## src/rtl/adc_cmd_sequencer.sv

```systemverilog
// rtl/adc_cmd_sequencer.sv - round-robin ADC command sequencer with per-slot result capture
//
// Purpose: scans NUM_CH consecutive ADC channels starting at FIRST_CH. At most
// one command is outstanding; each slot completes on a matching response or a
// timeout. The latest result of every slot is published on sample_data.
//
// Optional feature macro: ADC_SEQ_AVG_EN
//   defined   - each slot averages 4 matching results (14-bit sum, >>2)
//   undefined - every matching result is published directly
//
// Ports:
//   clk_clk            in   rising-edge clock
//   reset_reset        in   synchronous active-high reset
//   enable             in   1 = scan continuously, 0 = stop after current slot
//   cmd_valid          out  command valid (Avalon-ST source)
//   cmd_channel        out  [4:0] requested channel
//   cmd_startofpacket  out  start of packet (single-beat command)
//   cmd_endofpacket    out  end of packet (single-beat command)
//   cmd_ready          in   ADC accepts the command
//   rsp_valid          in   response valid (no backpressure)
//   rsp_channel        in   [4:0] channel of the response
//   rsp_data           in   [11:0] conversion result
//   rsp_startofpacket  in   ignored
//   rsp_endofpacket    in   ignored
//   sample_data        out  [12*NUM_CH-1:0] latest result, slot i at [12i+11:12i]
//   sample_strobe      out  one-cycle pulse when a slot is updated
//   sample_slot        out  [2:0] slot updated, valid with sample_strobe
//   scan_done          out  one-cycle pulse when the last slot completes
//   err_timeout        out  sticky, a response timed out
//   err_mismatch       out  sticky, a response carried an unexpected channel
module adc_cmd_sequencer #(
  parameter int FIRST_CH = 1,
  parameter int NUM_CH   = 6,
  parameter int TIMEOUT  = 1023
) (
  input  logic                   clk_clk,
  input  logic                   reset_reset,
  input  logic                   enable,
  output logic                   cmd_valid,
  output logic [4:0]             cmd_channel,
  output logic                   cmd_startofpacket,
  output logic                   cmd_endofpacket,
  input  logic                   cmd_ready,
  input  logic                   rsp_valid,
  input  logic [4:0]             rsp_channel,
  input  logic [11:0]            rsp_data,
  input  logic                   rsp_startofpacket,
  input  logic                   rsp_endofpacket,
  output logic [12*NUM_CH-1:0]   sample_data,
  output logic                   sample_strobe,
  output logic [2:0]             sample_slot,
  output logic                   scan_done,
  output logic                   err_timeout,
  output logic                   err_mismatch
);

  localparam int CW = $clog2(TIMEOUT + 1);

  typedef enum logic [1:0] {
    S_IDLE,
    S_ISSUE,
    S_WAIT_RSP
  } state_t;

  state_t              r_state;
  state_t              w_next_state;
  logic [2:0]          r_slot;
  logic [CW-1:0]       r_cnt;
  logic [12*NUM_CH-1:0] r_sample_data;
  logic                r_strobe;
  logic [2:0]          r_sample_slot;
  logic                r_done;
  logic                r_err_to;
  logic                r_err_mm;

  logic [4:0]          w_exp_ch;
  logic                w_accept;
  logic                w_match;
  logic                w_mismatch;
  logic                w_timeout;
  logic                w_publish;
  logic [11:0]         w_pub_data;
  logic                w_advance;
  logic [2:0]          w_slot_next;
  logic                w_unused;

  // SOP/EOP of responses carry no information for single-beat results.
  assign w_unused = &{1'b0, rsp_startofpacket, rsp_endofpacket};

  assign w_slot_next = (r_slot == 3'(NUM_CH - 1)) ? 3'd0 : r_slot + 3'd1;

  always_ff @(posedge clk_clk) begin
    if (reset_reset) begin
      r_state <= S_IDLE;
    end else begin
      r_state <= w_next_state;
    end
  end

  // Command outputs decode from state only, so the channel is stable for as
  // long as ISSUE waits on cmd_ready.
  always_comb begin
    w_next_state      = r_state;
    w_exp_ch          = 5'(FIRST_CH) + {2'b00, r_slot};
    w_accept          = 1'b0;
    w_match           = 1'b0;
    w_mismatch        = 1'b0;
    w_timeout         = 1'b0;
    cmd_valid         = 1'b0;
    cmd_channel       = 5'd0;
    cmd_startofpacket = 1'b0;
    cmd_endofpacket   = 1'b0;
    case (r_state)
      S_IDLE: begin
        if (enable) begin
          w_next_state = S_ISSUE;
        end
      end
      S_ISSUE: begin
        cmd_valid         = 1'b1;
        cmd_channel       = w_exp_ch;
        cmd_startofpacket = 1'b1;
        cmd_endofpacket   = 1'b1;
        if (cmd_ready) begin
          w_accept     = 1'b1;
          w_next_state = S_WAIT_RSP;
        end
      end
      S_WAIT_RSP: begin
        w_match    = rsp_valid && (rsp_channel == w_exp_ch);
        w_mismatch = rsp_valid && !w_match;
        // A matching response in the limit cycle takes priority over timeout.
        w_timeout  = !w_match && (r_cnt == CW'(TIMEOUT - 1));
        if (w_match || w_timeout) begin
          w_next_state = enable ? S_ISSUE : S_IDLE;
        end
      end
      default: begin
        w_next_state = S_IDLE;
      end
    endcase
  end

`ifdef ADC_SEQ_AVG_EN
  logic [13:0] r_acc;
  logic [1:0]  r_avg_cnt;
  logic [13:0] w_acc_sum;

  assign w_acc_sum  = r_acc + {2'b00, rsp_data};
  assign w_publish  = w_match && (r_avg_cnt == 2'd3);
  assign w_pub_data = w_acc_sum[13:2];
  // A timeout abandons the slot: partial sum dropped, pointer moves on.
  assign w_advance  = w_publish || w_timeout;

  always_ff @(posedge clk_clk) begin
    if (reset_reset) begin
      r_acc     <= '0;
      r_avg_cnt <= '0;
    end else if (w_publish || w_timeout) begin
      r_acc     <= '0;
      r_avg_cnt <= '0;
    end else if (w_match) begin
      r_acc     <= w_acc_sum;
      r_avg_cnt <= r_avg_cnt + 2'd1;
    end
  end
`else
  assign w_publish  = w_match;
  assign w_pub_data = rsp_data;
  assign w_advance  = w_match || w_timeout;
`endif

  always_ff @(posedge clk_clk) begin
    if (reset_reset) begin
      r_slot        <= '0;
      r_cnt         <= '0;
      r_sample_data <= '0;
      r_strobe      <= 1'b0;
      r_sample_slot <= '0;
      r_done        <= 1'b0;
      r_err_to      <= 1'b0;
      r_err_mm      <= 1'b0;
    end else begin
      r_strobe <= 1'b0;
      r_done   <= 1'b0;

      // Counter only runs while waiting; it never exceeds TIMEOUT because
      // the state leaves WAIT_RSP at the limit.
      if (w_accept) begin
        r_cnt <= '0;
      end else if (r_state == S_WAIT_RSP) begin
        r_cnt <= r_cnt + 1'b1;
      end

      if (w_mismatch) begin
        r_err_mm <= 1'b1;
      end
      if (w_timeout) begin
        r_err_to <= 1'b1;
      end

      if (w_publish) begin
        for (int i = 0; i < NUM_CH; i++) begin
          if (r_slot == 3'(i)) begin
            r_sample_data[12*i +: 12] <= w_pub_data;
          end
        end
        r_strobe      <= 1'b1;
        r_sample_slot <= r_slot;
      end

      if (w_advance) begin
        r_slot <= w_slot_next;
        r_done <= (r_slot == 3'(NUM_CH - 1));
      end
    end
  end

  assign sample_data   = r_sample_data;
  assign sample_strobe = r_strobe;
  assign sample_slot   = r_sample_slot;
  assign scan_done     = r_done;
  assign err_timeout   = r_err_to;
  assign err_mismatch  = r_err_mm;

endmodule

```

## config.mk

```make
export PLATFORM = sky130hd
export DESIGN_NAME = adc_cmd_sequencer
export DESIGN_NICKNAME = d
export VERILOG_FILES = /design/src/rtl/adc_cmd_sequencer.sv
export SDC_FILE = /design/constraint.sdc
export NUM_CORES = 1
export LEC_CHECK = 0
export BUFFER_PORTS_ARGS = -buffer_cell sky130_fd_sc_hd__buf_2
export CORE_MARGIN = 2
export CORE_UTILIZATION = 58
export CTS_BUF_LIST = sky130_fd_sc_hd__clkbuf_4
export CTS_CLUSTER_SIZE = 14
export DETAILED_ROUTE_END_ITERATION = 10
export GPL_TIMING_DRIVEN = 0
export PLACE_DENSITY_LB_ADDON = 0.15
export SYNTH_ARGS = -nofsm -noshare
export SYNTH_HDL_FRONTEND = slang
export SYNTH_SLANG_ARGS = --single-unit
```

## constraint.sdc

```tcl
create_clock -name clk_clk -period 4.3 [get_ports clk_clk]
set_input_delay 0.215 -clock clk_clk [delete_from_list [all_inputs] [get_ports clk_clk]]
set_output_delay 0.215 -clock clk_clk [all_outputs]
set_load 0.1 [all_outputs]
```

Yosys cells after proc, flatten, opt, wreduce, memory -nomap -nowiden
Index checks and enable logic that the tools add are counted.

Register bits: 94. Output and inout port bits: 87.

$add $sub $neg: 3. Equal/unequal tests: 12. Multiplexer cells: 14. Bitwise gates (word level): 1. Reductions and logical operators: 17.

Operator list (number): $reduce_and A2 Y1 (6); $add A10 B1 Y10 const B (1); $eq A10 B10 Y1 const B (1); $mux W1 (8); $eq A3 B2 Y1 const B (2); $eq A3 B3 Y1 const B (2); $mux W2 (3); $ne A2 B2 Y1 const B (3); $pmux W2 S3 (1); $eq A5 B4 Y1 (1); $add A1 B3 Y4 const A (1); $mux W4 (1); $reduce_or A2 Y1 (2); $add A3 B1 Y3 const B (1); $eq A3 B1 Y1 const B (1); $logic_and A1 B1 Y1 (3); $logic_not A3 Y1 (1); $mux W3 (1); $reduce_and A3 Y1 (1); $eq A2 B1 Y1 const B (1); $eq A2 B2 Y1 const B (1); $logic_not A2 Y1 (1); $logic_or A1 B1 Y1 (2); $logic_not A1 Y1 (1); $not A1 Y1 (1).

Depth between registers and ports, before layout
Gate-level depths: netlist of run 1.

Word-level depth: 9. Gate-level depth with buffers: 8. Depth with buffers taken out: 6.

Worst setup path after synthesis of run 1
Ideal clock, no wire load.

Path type: flip-flop to output port. Start: reg r_slot[0]. End: out cmd_channel[2]. Data arrival time: 2156 ps. Slack: 1929 ps. Cell stages (with the launch flop): 4. Buffers on the path: 0. Cell sequence: dfxtp_1 -> ha_1 -> ha_1 -> nor2_1.

Word-level cells in the longest chain between the ends: 2.

Ends and longest elaborated chain: from (decl) (RTL line 67) `logic [2:0] r_slot;`; from (signal assigned) (RTL line 213) `r_slot <= w_slot_next;`; $add A1 B3 Y4 (RTL line 104) `w_exp_ch = 5'(FIRST_CH) + {2'b00, r_slot};`; $mux W4 (RTL line 113) `case (r_state)`; to (decl) (RTL line 40) `output logic [4:0] cmd_channel,`.

Every way passes these cells.

Final worst setup path of run 1
Start: reg r_slot[0]. End: reg r_sample_data[66] (netlist: sample_data[66]).

Word-level cells in the longest chain between the ends: 5.

Ends and longest elaborated chain: $add A1 B3 Y4 (RTL line 104); $eq A5 B4 Y1 (RTL line 130) `w_match = rsp_valid && (rsp_channel == w_exp_ch);`; $logic_and A1 B1 Y1 (RTL line 130); $mux W1 (RTL line 113); $reduce_and A2 Y1 (no source line) *; to (signal, indexed assignment) (RTL line 205) `r_sample_data[12*i +: 12] <= w_pub_data;`; to (decl) (RTL line 69) `logic [12*NUM_CH-1:0] r_sample_data;`.

Mark *: on every way between the ends. The rest lies on a longest branch, timed or not. A chain may end at the register's enable or synchronous reset.

==> results of run 1 <==
[through the flow]
stage / worst slack (ns) / utilization
floorplan: 1.93 / -
global placement: 1.91 / 0.688
detailed placement: 1.85 / 0.688
CTS: 1.83 / 0.707
global route: 1.67 / 0.707
finish: 1.84 / 0.707
[worst paths after layout]
check | startpoint | slack [ns] | cells past startpoint | endpoint
min reg2reg | err_mismatch | 0.46 | 2 | err_mismatch
max | r_slot[0] | 1.84 | 7 | sample_data[66]
min | cmd_ready | 0.07 | 3 | r_state[1]
max reg2reg | r_slot[0] | 1.84 | 7 | sample_data[66]
[cell usage in the layout, fill, tap and decap left out, types with 4 or more instances in the layout]
| master | netlist | layout |
|---|---|---|
| nor2_1 | 15 | 15 |
| dfxtp_1 | 94 | 94 |
| nand2_1 | 39 | 39 |
| ha_1 | 7 | 7 |
| clkbuf_1 | 12 | 12 |
| xnor2_1 | 8 | 8 |
| a21oi_1 | 5 | 5 |
| clkbuf_4 | 0 | 9 |
| mux2i_1 | 73 | 73 |
| inv_1 | 9 | 9 |
| nand2b_1 | 58 | 58 |
| buf_4 | 7 | 7 |
| buf_2 | 3 | 110 |
| nand4_1 | 7 | 7 |
| nor3_1 | 8 | 8 |
| xor2_1 | 5 | 5 |
| inv_6 | 0 | 4 |
[logic make-up (layout without fill, tap and decap cells)]
logic type | Yosys count | count (layout) | synth area share
AND/OR/NAND/NOR | 153 | 153 | 0.216
AO/OA/AOI/OAI | 17 | 17 | 0.0286
XOR/XNOR | 13 | 13 | 0.0286
buffers and inverters | 33 | 156 | 0.0424
flip-flops | 94 | 94 | 0.472
multiplexers | 75 | 75 | 0.189
other | 1 | 1 | 0.000941
adder cells (fa/ha/maj) | 7 | 7 | 0.0220
[cells in the mapped netlist (2+ instances only)]
| master | count | area [um2] |
|---|---|---|
| nand2_1 | 39 | 146 |
| dfxtp_1 | 94 | 1880 |
| or3_1 | 2 | 12.5 |
| nand3_2 | 3 | 30.0 |
| nand3b_1 | 3 | 22.5 |
| and2_1 | 3 | 18.8 |
| inv_1 | 9 | 33.8 |
| buf_6 | 2 | 22.5 |
| o22ai_1 | 2 | 12.5 |
| nor2_1 | 15 | 56.3 |
| nor3_1 | 8 | 40.0 |
| buf_2 | 3 | 15.0 |
| buf_4 | 7 | 52.6 |
| nor4_1 | 3 | 18.8 |
| nand2b_1 | 58 | 363 |
| nand4_1 | 7 | 43.8 |
| clkbuf_1 | 12 | 45.0 |
| o31ai_1 | 3 | 22.5 |
| xor2_1 | 5 | 43.8 |
| mux2i_1 | 73 | 731 |
| ha_1 | 7 | 87.6 |
| mux2_2 | 2 | 22.5 |
| a21oi_1 | 5 | 25.0 |
| nand3_1 | 3 | 15.0 |
| xnor2_1 | 8 | 70.1 |
| and3_1 | 2 | 12.5 |
[power by group through the flow]
stage | logic, W | clock network [W] | registers (W)
after floorplan | 0.0000797 | 0 | 0.000899
after global placement | 0.000113 | 0 | 0.000896
after detailed placement | 0.000114 | 0 | 0.000896
after CTS | 0.000115 | 0.000464 | 0.000878
after global routing | 0.000123 | 0.000493 | 0.000879
final | 0.000115 | 0.000460 | 0.000878
[layer usage]
metal	vias to the layer above	GRT usage	routed length, um
li1	1569	-	-
met1	1512	0.343	4300
met2	66	0.387	4360
met3	17	0.0559	386
met4	0	0.0938	204
met5	-	0	0
[final cells by class]
cell class | instances | share of cell area
inverter | 9 | 0.00711
buffer | 24 | 0.0285
tap | 80 | 0.0211
multi-input combinational | 266 | 0.407
clock inverter | 7 | 0.0126
timing repair buffer | 107 | 0.113
sequential | 94 | 0.396
clock buffer | 9 | 0.0142
[state kept, by name (all words and copies together), names as in the netlist]
signal	count
err_mismatch	1
err_timeout	1
r_cnt	10
r_slot	3
r_state	2
sample_data	72
sample_slot	3
sample_strobe	1
scan_done	1
[critical path, cell delays in order, from the launching register on]
cell and delay, ns:
dfxtp_1 0.53, inv_1 0.16, ha_1 0.39, xor2_1 0.19, nor4_4 0.33, nand4_1 0.26, buf_2 0.32, mux2i_1 0.17
==> summary by stage, run 1 <==
Cells and area
The share of post-route cells with drive strength above 1 is 0.275. The multi-input combinational cell area is about 1900 um2. The cell area after layout is around 4700 um2. The area used by sequential logic in the layout is around 1900 um2. The number of diodes added for antenna fixing is 0. For this run, the post-layout net count is ~540. The post-route non-filler standard cell count is a little under 600.

The filler cell count is roughly 550. Compared with the post-synthesis result, the final layout area differs by 19.2%.

Detailed routing
The DRC marker count from the first detailed-route iteration is 133. The routed layout has about 3200 vias. The average wire per cell in the routed design is ~16 um. The total wire length after detailed routing is around 9200 um. The pre-antenna-repair detailed-routing pass consisted of 5 iterations. Once detail routing completed, the nets flagged for antenna violations numbered 0. The DRC violation count after routing is 0. After detailed routing, the number of vias per cell comes to between 5 and 6.

Outcome
The flow ran to the end, and the final reports show no timing, DRC or antenna violations.

CTS
In this run the number of H-tree levels came out at 3. The tree is rooted in a clkbuf_4. The clock sink total is 94. The number of hold buffers added after CTS was 0.

The maximum buffer depth of the clock tree is 2. The clock tree from TritonCTS is done. The number of instances resized during post-cts repair is 0. Buffers inserted during clock tree synthesis total 9. The clock insertion delay at the later pin of the skew report is ~0.46 ns. Clock-pin slew was measured on the worst setup and hold paths at ~0.15 ns. Buffers added to address setup during post-CTS repair amount to 0.

Global routing
The overall routing resource usage is 0.250. The first global-routing pass estimated between 10000 and 15000 um of wire. The initial antenna violation count is 0. The via count of the first global-routing pass is 2967. Entering global routing, the biggest net connects 19 pins. For this run the aggregate overflow at the end of global routing stands at 0.

Min path
The path class of the lowest-slack min-delay path is primary input to register.

Yosys
In the synthesized netlist the async set-or-reset flop fraction comes to 0. Synthesis instantiated 41 different standard cells from the library. The synthesized design contains 94 register bits. The most used flip-flop cell after synthesis is dfxtp_1. The total of warnings raised by yosys is 0. The count of mapped cells out of synthesis is around 390.

The synthesized cell area is approximately 4000 um2. The number of enable-type register cells in the synthesized netlist is 0. The number of nets produced by synthesis is approximately 420. The mean instance size in the synthesized netlist is around 10 um2. The sequential area share after synthesis is 0.472.

Run
The number of violations of the max-capacitance limit is 0.

Pwr
The clock network power share is 0.316. The share of total power dissipated in combinational logic is 0.079. The leakage power is 2.44 nW. The switching share of power is 0.284. The total power divided by cell area is 306 nW/um2. The reported net switching power is 0.000413 W.

Of the total power, registers draw 0.604. The maximum vdd drop is around 0.22 mV. The completed layout was analyzed and its total power is 0.00145 W. The internal portion of total power is just over 0.001 W.

Worst setup path
The kind of launch point of the worst setup path is a register. The data required time of the worst path is about 4.6 ns. The largest driver fanout on the critical path is 10. The kind of critical path is register to register.

Data on the critical path arrives at its endpoint at between 2 and 3 ns. The endpoint kind of the worst setup timing path is a register.

Die
The core region is around 6700 um2. The initial core utilization is 0.593. After floorplanning, the core was divided into 30 placement rows. The floorplan step set the die height to 86.9 um. Measured along the x axis, the die boundary spans ~87 um.

The floorplan step defined a die boundary enclosing approximately 7500 um2. Pin placement for this block handled 111 I/O pins.

Timing
Derived from the worst setup path, the maximum achievable clock frequency is 407 MHz. The worst path in the final design needs a cycle of 2.46 ns, including I/O delays and setup. The final-report max-slew violation count is 0. Clock skew on the completed layout was measured at 0.0272 ns. For the pin with the worst max-slew slack, the measured transition is 0.580 ns. Setup repair after global routing left no endpoint under its margin. Hold is met by around 0.070 ns. Headroom to the max-slew limit came out at 0.611. Setup violations remaining at the end of the flow were counted as 0.

The final critical-path share of the clock period is 0.572. The final-layout setup total negative slack is 0 ns. The final hold violation count is 0.

Place
Detailed placement finished with a half-perimeter wire length of approximately 7000 um. The count of placed standard cells including taps is 580. The number of buffers added on ports is between 100 and 150. At the end of routability-driven placement, the weighted congestion stood at 0.814. In this run the cell area measured after placement is between 4000 and 5000 um2.
Note: power is estimated with default switching activity, not from simulation.
==> inputs of run 2 (changes only) <==
CORE_UTILIZATION = 54   (was 58)
clock period = 2.37 ns   (was 4.3 ns; I/O delays follow)
==> run 2 against run 1 <==
Die area grew 7.1%. Largest power group unchanged. Total power grew 79%. Maximum frequency up 7.5%. Non-clock buffer count grew 3. Critical endpoint is now r_slot[2]. Worst hold slack worse by 0.0079 ns. Via count grew 0.51%. Combinational power increased by 84%.
==> summary by stage, run 2 (same netlist as run 1, synthesis figures left out) <==
Place
The final RePlAce weighted congestion is 0.829. Once placement finished, the instance area stood at about 4600 um2. The number of buffers added on ports is 107. The placed wire-length estimate after detailed placement is between 6000 and 7000 um. The count of placed standard cells including taps is between 500 and 600.

Detailed routing
Across all layers, the routed design uses between 3000 and 4000 vias. In the final routed layout, each cell accounts on average for between 15 and 20 um. The detailed-router iteration count before antenna repair is 4. The count of nets left with antenna violations once routing finished came out at 0.

In this run, the number of DRC markers left after iteration 0 of detailed routing was 146. For this block, the routed nets add up to between 9000 and 10000 um of wire. The DRC violation count after routing is 0. The via density per instance is around 5.1.

CTS
The clock tree synthesis step divided the H-tree into 3 levels. The maximum buffer depth of the clock tree is 2. The root buffer cell chosen for the clock tree is clkbuf_4.

Clock-pin slew was measured on the worst setup and hold paths at between 0.1 and 0.15 ns. The TritonCTS buffer count is 9. The clock sink total is 94. The clock tree from TritonCTS is done. The clock insertion delay at the later pin of the skew report is approximately 0.45 ns.

Die
The die width is around 90 um. The standard cell core area is 7210 um2. The die area is between 8000 and 9000 um2. The die height is roughly 90 um. The initial core utilization is 0.552. The number of ports placed on the die boundary is approximately 110.

After floorplanning, the core was divided into 31 placement rows.

Timing
For the final database, setup skew stands at between 0.02 and 0.03 ns. At the pin with the least slew margin, the transition time is 0.547 ns. The setup-violating endpoint count in the final report is 0. The final hold violation count came to 0. The highest achievable clock rate is about 440 MHz.

The tightest hold path in the finished design has a slack of 0.0622 ns. The clock period could shrink to between 2 and 2.5 ns. Of the available clock period, the critical path in the final layout requires 0.965. In this run the tightest slew margin relative to its limit is 0.635. The final-report max-slew violation count is 0.

Pwr
The portion of total power attributed to combinational logic is 0.081. Of the total power, registers draw 0.611. The analysis attributes to net switching a power of just over 0.0007 W. VDD sags by at most 0.379 mV. Dividing total power by cell area gives a power density of around 540 nW/um2. In this run the static leakage power is around 2.5 nW. The overall power consumption is about 0.0026 W. The internal portion of total power is around 0.0019 W. The clock network power share is 0.308. The switching share of power is 0.275.

Worst setup path
The worst setup path is of the register to register kind. For the worst setup path, the data arrival time is about 2.6 ns. The endpoint kind of the worst setup timing path is a register.

The largest driver fanout on the critical path is 10. The worst setup path is launched from a register. The data required time of the worst path is approximately 2.7 ns.

Global routing
The global-route congestion overflow total is 0. The via count of the first global-routing pass is 3067. The overall routing resource usage is 0.233. The initial antenna violation count came to 0. The first global-routing pass estimated ~15000 um of wire. Entering global routing, the biggest net connects 18 pins.

Cells and area
The cell area after layout is a little under 5000 um2. The net count of the finished layout is 545. The repair_antennas step left the layout with diodes totalling 0. The utilization after layout is 0.669.

Leaving out fill and tap cells, the most frequent cell in the layout is buf_2. The post-route non-filler standard cell count is roughly 600. The area overhead of the layout relative to synthesis is 21.0%. The register with the most flip-flops in the layout has 72 of them. In the final layout, the share of cells above drive strength 1 is 0.285.

In the layout the commonest cells are 109 x buf_2, 92 x dfxtp_1, 73 x mux2i_1.

Run
Max-cap violations in this run came to 0.

Outcome
The run finished with clean final reports.

Min path
The path class of the lowest-slack min-delay path is primary input to register.
==> run 2: through the flow <==
step / TNS (ns) / setup WS (ns)
final: 0 / 0.0834
after global routing: -0.00691 / -0.00691
after CTS: 0 / 0.0399
after detailed placement: -2.24 / -0.0701
after global placement: -1.06 / -0.0399
after floorplan: 0 / 0.0956
==> run 2: layer usage <==
layer / up-vias / GRT usage / part of all wire
met5: - / 0 / 0
met4: 0 / 0.104 / 0.024
met3: 16 / 0.0394 / 0.052
met2: 85 / 0.372 / 0.46
met1: 1504 / 0.312 / 0.46
li1: 1575 / - / -
==> run 2: final timing paths <==
path                        start         endpoint  slack (ns)  cells past startpoint
setup reg to reg        r_slot[0]        r_slot[2]        0.08                      7
hold / removal             enable       r_state[0]        0.06                      4
hold reg to reg   sample_data[36]  sample_data[36]        0.47                      2
setup / recovery        r_slot[0]        r_slot[2]        0.08                      7
==> run 2: worst max-delay path: stages, from the launching register on <==
cell	delay, ns
dfxtp_4	0.41
ha_1	0.21
ha_1	0.35
xnor2_2	0.25
nor4_4	0.07
buf_6	0.16
a31oi_1	0.36
mux2_2	0.38
==> run 2: timing repair <==
item                                    4_1_cts  5_1_grt
pin swaps                                     0        2
setup buffers                                 0        2
hold endpoints to repair                      2        0
hold buffers                                  1        0
resized for setup                             1        5
endpoints found under the setup margin       62       65
==> run 2: final cells by class <==
cell class,count,area [um2]
plain buffers,24,138
clock buffers,10,75.1
clock inverters,6,51.3
fillers,636,2390
inverters,9,33.8
multi-input cells,266,1950
flip-flops and latches,94,1890
well taps,99,124
repair buffers,110,561
==> run 2: power groups by stage <==
stage	logic, W	registers [W]	clock network, W
after floorplan	0.000145	0.00163	0
after global placement	0.000205	0.00163	0
after detailed placement	0.000209	0.00163	0
after CTS	0.000211	0.00159	0.000829
after global routing	0.000227	0.00159	0.000890
final	0.000212	0.00159	0.000803
